File: config.mk
export PLATFORM = sky130hd
export DESIGN_NAME = bscan_user_dr_flat
export DESIGN_NICKNAME = d
export VERILOG_FILES = /design/src/rtl/bscan_user_dr_if.sv /design/src/rtl/bscan_user_dr.sv /design/src/flat_wrapper.sv
export SDC_FILE = /design/constraint.sdc
export NUM_CORES = 1
export LEC_CHECK = 0
export CAP_MARGIN = 20
export CORE_UTILIZATION = 50
export CTS_BUF_LIST = sky130_fd_sc_hd__clkbuf_4 sky130_fd_sc_hd__clkbuf_8
export DETAILED_ROUTE_END_ITERATION = 8
export HOLD_SLACK_MARGIN = 0.05
export PLACE_DENSITY = 0.77
export SYNTH_ARGS = -nofsm -noshare
export SYNTH_HDL_FRONTEND = slang
export SYNTH_SLANG_ARGS = --single-unit
File: constraint.sdc
create_clock -name clk -period 2 [get_ports clk]
set_input_delay 0.4 -clock clk [delete_from_list [all_inputs] [get_ports clk]]
set_output_delay 0.4 -clock clk [all_outputs]
set_load 0.02 [all_outputs]
File: src/rtl/bscan_user_dr_if.sv
// Signal bundle between the BSCANE2 USER port / fabric consumer and the USER data register.
// master drives the raw TAP signals and the capture word; slave is the data register itself.
interface bscan_user_dr_if #(
    parameter int DR_WIDTH = 32,
    parameter int COUNT_W  = 8
);
    logic                tck;
    logic                tdi;
    logic                tdo;
    logic                sel;
    logic                capture;
    logic                shift;
    logic                update;
    logic                test_logic_reset;
    logic [DR_WIDTH-1:0] capture_data;
    logic [DR_WIDTH-1:0] update_data;
    logic                update_valid;
    logic [COUNT_W-1:0]  shift_count;
    logic                length_err;

    modport master (
        output tck, tdi, sel, capture, shift, update, test_logic_reset, capture_data,
        input  tdo, update_data, update_valid, shift_count, length_err
    );

    modport slave (
        input  tck, tdi, sel, capture, shift, update, test_logic_reset, capture_data,
        output tdo, update_data, update_valid, shift_count, length_err
    );
endinterface

File: src/rtl/bscan_user_dr.sv
// USER data register behind BSCANE2: oversamples the raw TAP signals in clk and performs
// capture/shift/update of a DR_WIDTH-bit register, returning TDO and a one-cycle update pulse.
module bscan_user_dr #(
    parameter int DR_WIDTH    = 32,
    parameter int SYNC_STAGES = 2,
    parameter int COUNT_W     = 8
) (
    input  logic             clk,
    input  logic             rst_n,
    bscan_user_dr_if.slave   bus
);
    typedef enum logic [1:0] {IDLE, LOADED, SHIFTING} state_t;

    localparam int NIN = 7;

    logic [NIN-1:0]      raw;
    logic [NIN-1:0]      sync_p [SYNC_STAGES];
    logic                tck_s, tdi_s, sel_s, capture_s, shift_s, update_s, tlr_s;
    logic                tck_prev;
    logic                rise, fall;
    state_t              state, state_nxt;
    logic                do_capture, do_shift, do_update;
    logic [DR_WIDTH-1:0] sr;
    logic [DR_WIDTH-1:0] update_data;
    logic [COUNT_W-1:0]  shift_count;
    logic                update_valid;
    logic                length_err;
    logic                tdo;

    assign raw = {bus.tck, bus.tdi, bus.sel, bus.capture, bus.shift, bus.update,
                  bus.test_logic_reset};

    // Synchronizer chains: all seven TAP inputs share the same depth so they stay aligned.
    always_ff @(posedge clk or negedge rst_n) begin
        if (!rst_n) begin
            for (int i = 0; i < SYNC_STAGES; i++) sync_p[i] <= '0;
            tck_prev <= 1'b0;
        end else begin
            sync_p[0] <= raw;
            for (int i = 1; i < SYNC_STAGES; i++) sync_p[i] <= sync_p[i-1];
            tck_prev <= tck_s;
        end
    end

    assign {tck_s, tdi_s, sel_s, capture_s, shift_s, update_s, tlr_s} = sync_p[SYNC_STAGES-1];
    assign rise = tck_s & ~tck_prev;
    assign fall = ~tck_s & tck_prev;

    always_ff @(posedge clk or negedge rst_n) begin
        if (!rst_n) state <= IDLE;
        else        state <= state_nxt;
    end

    always_comb begin
        state_nxt = state;
        if (tlr_s)           state_nxt = IDLE;
        else if (do_capture) state_nxt = LOADED;
        else if (do_shift)   state_nxt = SHIFTING;
        else if (do_update)  state_nxt = IDLE;
    end

    // Test-Logic-Reset is a level that blocks every TCK-rise action.
    always_comb begin
        do_capture = 1'b0;
        do_shift   = 1'b0;
        do_update  = 1'b0;
        if (!tlr_s && rise && sel_s) begin
            if (capture_s)                         do_capture = 1'b1;
            else if (shift_s && state != IDLE)     do_shift   = 1'b1;
            else if (update_s && state != IDLE)    do_update  = 1'b1;
        end
    end

    always_ff @(posedge clk or negedge rst_n) begin
        if (!rst_n) begin
            sr           <= '0;
            shift_count  <= '0;
            update_data  <= '0;
            update_valid <= 1'b0;
            length_err   <= 1'b0;
            tdo          <= 1'b0;
        end else begin
            update_valid <= do_update;
            if (fall) tdo <= sr[0];
            if (tlr_s) begin
                shift_count <= '0;
            end else if (do_capture) begin
                sr          <= bus.capture_data;
                shift_count <= '0;
            end else if (do_shift) begin
                sr <= {tdi_s, sr[DR_WIDTH-1:1]};
                if (shift_count != '1) shift_count <= shift_count + COUNT_W'(1);
            end else if (do_update) begin
                update_data <= sr;
                length_err  <= (shift_count != COUNT_W'(DR_WIDTH));
            end
        end
    end

    assign bus.tdo          = tdo;
    assign bus.update_data  = update_data;
    assign bus.update_valid = update_valid;
    assign bus.shift_count  = shift_count;
    assign bus.length_err   = length_err;
endmodule

File: src/flat_wrapper.sv
// flat-port wrapper written by rule: the top's interface ports become plain ports
module bscan_user_dr_flat 
#(
    parameter int DR_WIDTH    = 32,
    parameter int SYNC_STAGES = 2,
    parameter int COUNT_W     = 8
)
  (clk, rst_n, bus_tck, bus_tdi, bus_sel, bus_capture, bus_shift, bus_update, bus_test_logic_reset, bus_capture_data, bus_tdo, bus_update_data, bus_update_valid, bus_shift_count, bus_length_err);
  bscan_user_dr_if #(.DR_WIDTH(DR_WIDTH), .COUNT_W(COUNT_W)) bus_i ();
  input  logic clk;
  input  logic rst_n;
  input wire logic [$bits(bus_i.tck)-1:0] bus_tck;
  input wire logic [$bits(bus_i.tdi)-1:0] bus_tdi;
  input wire logic [$bits(bus_i.sel)-1:0] bus_sel;
  input wire logic [$bits(bus_i.capture)-1:0] bus_capture;
  input wire logic [$bits(bus_i.shift)-1:0] bus_shift;
  input wire logic [$bits(bus_i.update)-1:0] bus_update;
  input wire logic [$bits(bus_i.test_logic_reset)-1:0] bus_test_logic_reset;
  input wire logic [$bits(bus_i.capture_data)-1:0] bus_capture_data;
  output wire logic [$bits(bus_i.tdo)-1:0] bus_tdo;
  output wire logic [$bits(bus_i.update_data)-1:0] bus_update_data;
  output wire logic [$bits(bus_i.update_valid)-1:0] bus_update_valid;
  output wire logic [$bits(bus_i.shift_count)-1:0] bus_shift_count;
  output wire logic [$bits(bus_i.length_err)-1:0] bus_length_err;
  assign bus_i.tck = bus_tck;
  assign bus_i.tdi = bus_tdi;
  assign bus_i.sel = bus_sel;
  assign bus_i.capture = bus_capture;
  assign bus_i.shift = bus_shift;
  assign bus_i.update = bus_update;
  assign bus_i.test_logic_reset = bus_test_logic_reset;
  assign bus_i.capture_data = bus_capture_data;
  assign bus_tdo = bus_i.tdo;
  assign bus_update_data = bus_i.update_data;
  assign bus_update_valid = bus_i.update_valid;
  assign bus_shift_count = bus_i.shift_count;
  assign bus_length_err = bus_i.length_err;
  bscan_user_dr #(.DR_WIDTH(DR_WIDTH), .SYNC_STAGES(SYNC_STAGES), .COUNT_W(COUNT_W)) u_core (.clk(clk), .rst_n(rst_n), .bus(bus_i));
endmodule
Word-level counts from Yosys, hierarchy flattened

Index checks and enable logic that the tools add are counted.

Multipliers: 0
Equal/unequal tests: 2
Divide/modulo/power cells: 0
Shifts and indexed selects: 0
Bitwise operators: 7
Reduce and logical (&&, ||, !) cells: 13
Muxes and demuxes: 19
$add $sub $neg: 1
$lt $le $gt $ge: 0

Operators by type and width:

| cell                | number |
|---|---|
| $mux 32             | 2 |
| $mux 8              | 4 |
| $mux 1              | 9 |
| $add 8x1->8 const B | 1 |
| $mux 2              | 4 |
| $ne 8x6->1 const B  | 1 |
| $ne 8x8->1 const B  | 1 |
| $reduce_bool 3->1   | 2 |
| $not 1->1           | 5 |
| $logic_and 1x1->1   | 4 |
| $reduce_and 2->1    | 2 |
| $reduce_and 4->1    | 1 |
| $reduce_bool 2->1   | 2 |
| $reduce_bool 4->1   | 1 |
| $and 1x1->1         | 2 |
| $logic_not 1->1     | 1 |

Bits of input ports: 41
RAM bits: 0
Logic and storage cells: 52
Output and inout bits: 43
Register bits: 92
Bits in read-only memories: 0
Memories kept: 0
Bits in latches: 0

Depth between registers and ports, before layout

Depth in word-level cells: 10
Gate-level depth with buffers: 6
Gate-level depth less buffers: 5

Least setup slack after synthesis

Ideal clock, no wire load.

Path type: register -> register
From: register u_core.shift_count[0] (netlist: u_core.bus.shift_count[0])
To: register u_core.length_err (netlist: u_core.bus.length_err)
Period minus slack after synthesis: 1.707 ns
Path slack: 0.293 ns
Library setup time: 0.129 ns
Path buffers: 0
Required time: 1.871 ns
Data arrival time: 1.578 ns
Stages on the path, launching flop included: 6
Cell sequence: dfrtp_1 inv_1 ha_1 or4b_2 nor4b_1 o21ai_0

Cells in the longest elaborated chain, start to end: 1

Ends and longest elaborated chain:

| what                     | line                | source |
|---|---|---|
| start: declaration       | bscan_user_dr.sv:25 | `logic [COUNT_W-1:0] shift_count;` |
| start signal: assignment | bscan_user_dr.sv:92 | `if (shift_count != '1) shift_count <= shift_count + COUNT_W'(1);` |
| $ne 8x6->1               | bscan_user_dr.sv:95 | `length_err <= (shift_count != COUNT_W'(DR_WIDTH));` |
| end signal: assignment   | bscan_user_dr.sv:95 |  |
| end: declaration         | bscan_user_dr.sv:27 | `logic length_err;` |

Every way passes these cells.
A chain may end at the register's enable or synchronous reset.

Worst setup path in the final report

From: register u_core.shift_count[3] (netlist: u_core.bus.shift_count[3])
To: output port bus_shift_count[3]

RTL lines:

| what             | line               | source |
|---|---|---|
| end: declaration | flat_wrapper.sv:23 | `output wire logic [$bits(bus_i.shift_count)-1:0] bus_shift_count;` |

No word-level cell between the ends.

==> summary by stage <==
CTS
The number of hold buffers added after CTS was 1. The cell chosen for the clock root is sky130_fd_sc_hd__clkbuf_8. The TritonCTS buffer count is 9. The TritonCTS clock tree is done. In this run the number of H-tree levels came out at 3. The clock latency of the later-clocked register in the worst-skew pair is around 360 ps.

The clock transition time at the flip-flop clock pins of the worst setup and hold paths is 90 ps. The number of gates resized after CTS was 0. The maximum clock insertion buffer count is 2.

Post-CTS timing repair inserted 0 buffers for setup. The total number of clock tree sinks is 92.

Flow run
The tool flagged a number of max-cap violations equal to 0.

Global route
The via count of the first global-routing pass was between 2000 and 3000. For this run, the total global-route usage over all layers was measured as 0.212. The first-pass GRT wire length is 12700 um. The initial antenna violation count is 0. The maximum number of pins on one net before global-route repair is 57. Global routing finished with a remaining overflow of 0.

Cells and area
The layout has 525 filler cells. In the final layout, the share of cells above drive strength 1 is 0.171. Excluding fillers, the count of instances in the completed layout stands at ~490. The count of inserted antenna diode cells is 0. Compared with the post-synthesis result, the final layout area differs by 31.0%. The number of nets in the finished design is ~420.

Timing
The post-layout minimum cycle time is about 1900 ps. The slew at the pin closest to its max-slew limit is 507 ps. Of the available clock period, the critical path in the final layout requires 0.939.

The final hold slack is 355 ps. The final total negative setup slack is 0 ps. On the final layout, the worst clock skew is 15.0 ps. The final worst-path setup slack is 122 ps. The worst-case headroom to the max-slew limit is 0.662.

Based on the critical path, the design can be clocked at up to 0.532 GHz. Setup repair after global routing left no endpoint under its margin. The number of setup violations in the final report is 0. The number of pins with negative max-slew slack in the final report is 0. The final hold violation count came to 0.

Placement
At the end of routability-driven placement, the weighted congestion stood at 0.785. In this run the tool buffered the top-level ports with slightly above 80 buffer cells. Timing analysis after detailed placement gives a worst setup slack of 195 ps.

The HPWL after detailed placement is 5160 um. The cell count after placement is ~470.

Synthesis
Of the total synthesized cell area, the portion taken by XOR and XNOR cells is 0.00228. The flop and latch count out of synthesis is 92. Synthesis produced a netlist whose cell count is 290. The yosys synthesis warning count is 0.

The most used flip-flop cell after synthesis is sky130_fd_sc_hd__dfrtp_1. Counting flops with an async set or reset pin after synthesis yields a share of 1.00. The share of synthesized area in the top cell type comes to 0.601. The mux share of post-synthesis cell area is 0.208.

The synthesized-area fraction occupied by and/or/nand/nor cells is 0.0708. Each instance of the synthesized netlist takes up on average 13.2 um^2. The number of nets handed over by synthesis was 333.

By count the netlist is led by sky130_fd_sc_hd__dfrtp_1, sky130_fd_sc_hd__nand2_1, sky130_fd_sc_hd__o21ai_0. The share of the Yosys chip area taken by registers is 0.601. The main combinational cell family by area after synthesis is multiplexers. The complex-gate fraction of the synthesized area is 0.0800.

After synthesis the cells add up to 3830 um^2. Of the total synthesized cell area, the portion taken by full adders, half adders and majority gates is 0.00653. Yosys attributes the largest share of cell area to sky130_fd_sc_hd__dfrtp_1, sky130_fd_sc_hd__mux2_4, sky130_fd_sc_hd__mux2i_1. In this run, synthesis inferred 0 flip-flops with an integrated enable. The library cell with the largest summed area after synthesis is sky130_fd_sc_hd__dfrtp_1. Yosys instantiated no cell more often than sky130_fd_sc_hd__dfrtp_1. After synthesis, the netlist uses 30 different library cells.

Routing
For this block, the initial DRC count from the detailed router was 74. The total length of routed wires is 7530 um. In the routed layout, each cell is associated on average with a via count of ~5.2. The via count is between 2000 and 3000. The count of nets left with antenna violations once routing finished came out at 0.

After detailed routing, the number of remaining DRC violations is 0. The average wire per cell in the routed design is ~16 um. The length of the first detailed-routing pass in iterations is 4.

Floorplanning
The die covers 8020 um^2. The starting utilization of the core area is 0.523. The total area inside the core boundary comes to 7330 um^2. The floorplan step set the die height to 89.6 um. From left edge to right edge, the die measures around 90 um. The number of placement rows is 31. The number of primary I/O pins is 84.

Worst setup path
The critical path goes through clkdlybuf4s50_1. The type of element capturing the critical path is an output pin. The endpoint required time on the critical path is 1600 ps.

The data arrival at the endpoint of the critical path is 1480 ps. Measured in cells, the most critical reg-to-reg path has a length of 4. The maximum fanout encountered on the critical timing path is 8. For this run, the slowest stage of the critical path takes 650 ps. The worst path buffer plus inverter count is 1. The type of the setup path with the least slack is reg2out. The slowest stage of the critical path is the sky130_fd_sc_hd__clkdlybuf4s50_1 cell.

The cell family with the largest share of critical-path delay is buffers and inverters. In this run the number of cells on the critical path is 1. The startpoint type of the worst setup path is a flop.

Outcome
The run finished with clean final reports.

Min path
The classification of the worst-slack hold path is reg2reg. The cell depth of the worst hold path is 0.

Power and ir drop
Overall power consumption after layout is estimated at 4.18 mW. The peak supply drop is between 0.4 and 0.5 mV. The ratio of total power to cell area is 832 nW/um^2. The static leakage is 2.52 nW.
[cell usage in the layout (no fill, tap or decap), drive strengths merged]
| cell | n |
|---|---|
| nand2b | 1 |
| nor2 | 3 |
| nand3 | 4 |
| or4 | 3 |
| o21ai | 37 |
| nand4 | 2 |
| inv | 6 |
| clkdlybuf4s50 | 82 |
| a21oi | 7 |
| clkinvlp | 1 |
| clkinv | 2 |
| nand2 | 39 |
| mux2 | 33 |
| o21a | 1 |
| o211ai | 1 |
| a32oi | 1 |
| clkbuf | 10 |
| or3 | 3 |
| nor4b | 1 |
| dlygate4sd3 | 1 |
| mux2i | 33 |
| or4b | 1 |
| o2111ai | 1 |
| bufinv | 2 |
| o31ai | 3 |
| dfrtp | 92 |
| xnor2 | 1 |
| and4bb | 1 |
| ha | 2 |
| buf | 12 |
[registers in the layout, summed over array words and instances (netlist names)]
name,flops
u_core.sr,32
u_core.bus.update_valid,1
u_core.bus.update_data,32
u_core.capture_s,1
u_core.bus.length_err,1
u_core.sel_s,1
u_core.shift_s,1
u_core.bus.tdo,1
u_core.state,2
u_core.sync_p,11
u_core.bus.shift_count,8
u_core.tck_prev,1
[metrics by stage]
| stage | util | cell area, um^2 |
|---|---|---|
| floorplan | - | 3830 |
| global placement | 0.653 | 4790 |
| detailed placement | 0.653 | 4790 |
| CTS | 0.685 | 5020 |
| global route | 0.685 | 5020 |
| finish | 0.685 | 5020 |
[layer usage]
metal / track usage / wire length (um) / up-vias
met5: 0 / 0 / -
met4: 0.0837 / 106 / 0
met3: 0.0397 / 351 / 12
met2: 0.340 / 3730 / 64
met1: 0.288 / 3340 / 1247
li1: - / - / 1199
[path summary, 6_finish.rpt]
path / from / end / slack (ps)
max: u_core.bus.shift_count[3]$_DFFE_PN0P_ / bus_shift_count[3] / 120
min in group asynchronous: rst_n / u_core.bus.update_data[25]$_DFFE_PN0P_ / 540
max in group asynchronous: rst_n / u_core.tck_prev$_DFF_PN0_ / 800
min: u_core.sync_p[12]$_DFF_PN0_ / u_core.sync_p[5]$_DFF_PN0_ / 350
max reg2reg: u_core.tck_prev$_DFF_PN0_ / u_core.bus.shift_count[5]$_DFFE_PN0P_ / 170
min reg2reg: u_core.sync_p[12]$_DFF_PN0_ / u_core.sync_p[5]$_DFF_PN0_ / 350
[kinds of logic (layout without fill, tap and decap cells)]
logic type               Yosys count  after routing
adder cells (fa/ha/maj)            2              2
buffers and inverters             20            116
multiplexers                      66             66
AND/OR/NAND/NOR                   58             58
flip-flops                        92             92
XOR/XNOR                           1              1
AO/OA/AOI/OAI                     51             51
[cell type report]
| type | instances | area, um^2 | share of cell area |
|---|---|---|---|
| sequential | 92 | 2300 | 0.459 |
| multi-input combinational | 178 | 1420 | 0.283 |
| inverter | 5 | 18.8 | 0.00374 |
| clock buffer | 10 | 138 | 0.0274 |
| tap | 99 | 124 | 0.0247 |
| clock inverter | 6 | 86.3 | 0.0172 |
| timing repair buffer | 95 | 933 | 0.186 |
[where the power goes]
part | internal, mW | total, mW | switching [mW]
sequential | 2.10 | 2.28 | 0.185
combinational | 0.283 | 0.519 | 0.235
clock | 0.738 | 1.38 | 0.641
total | 3.12 | 4.18 | 1.06
Power figures use the tool's default switching activity.
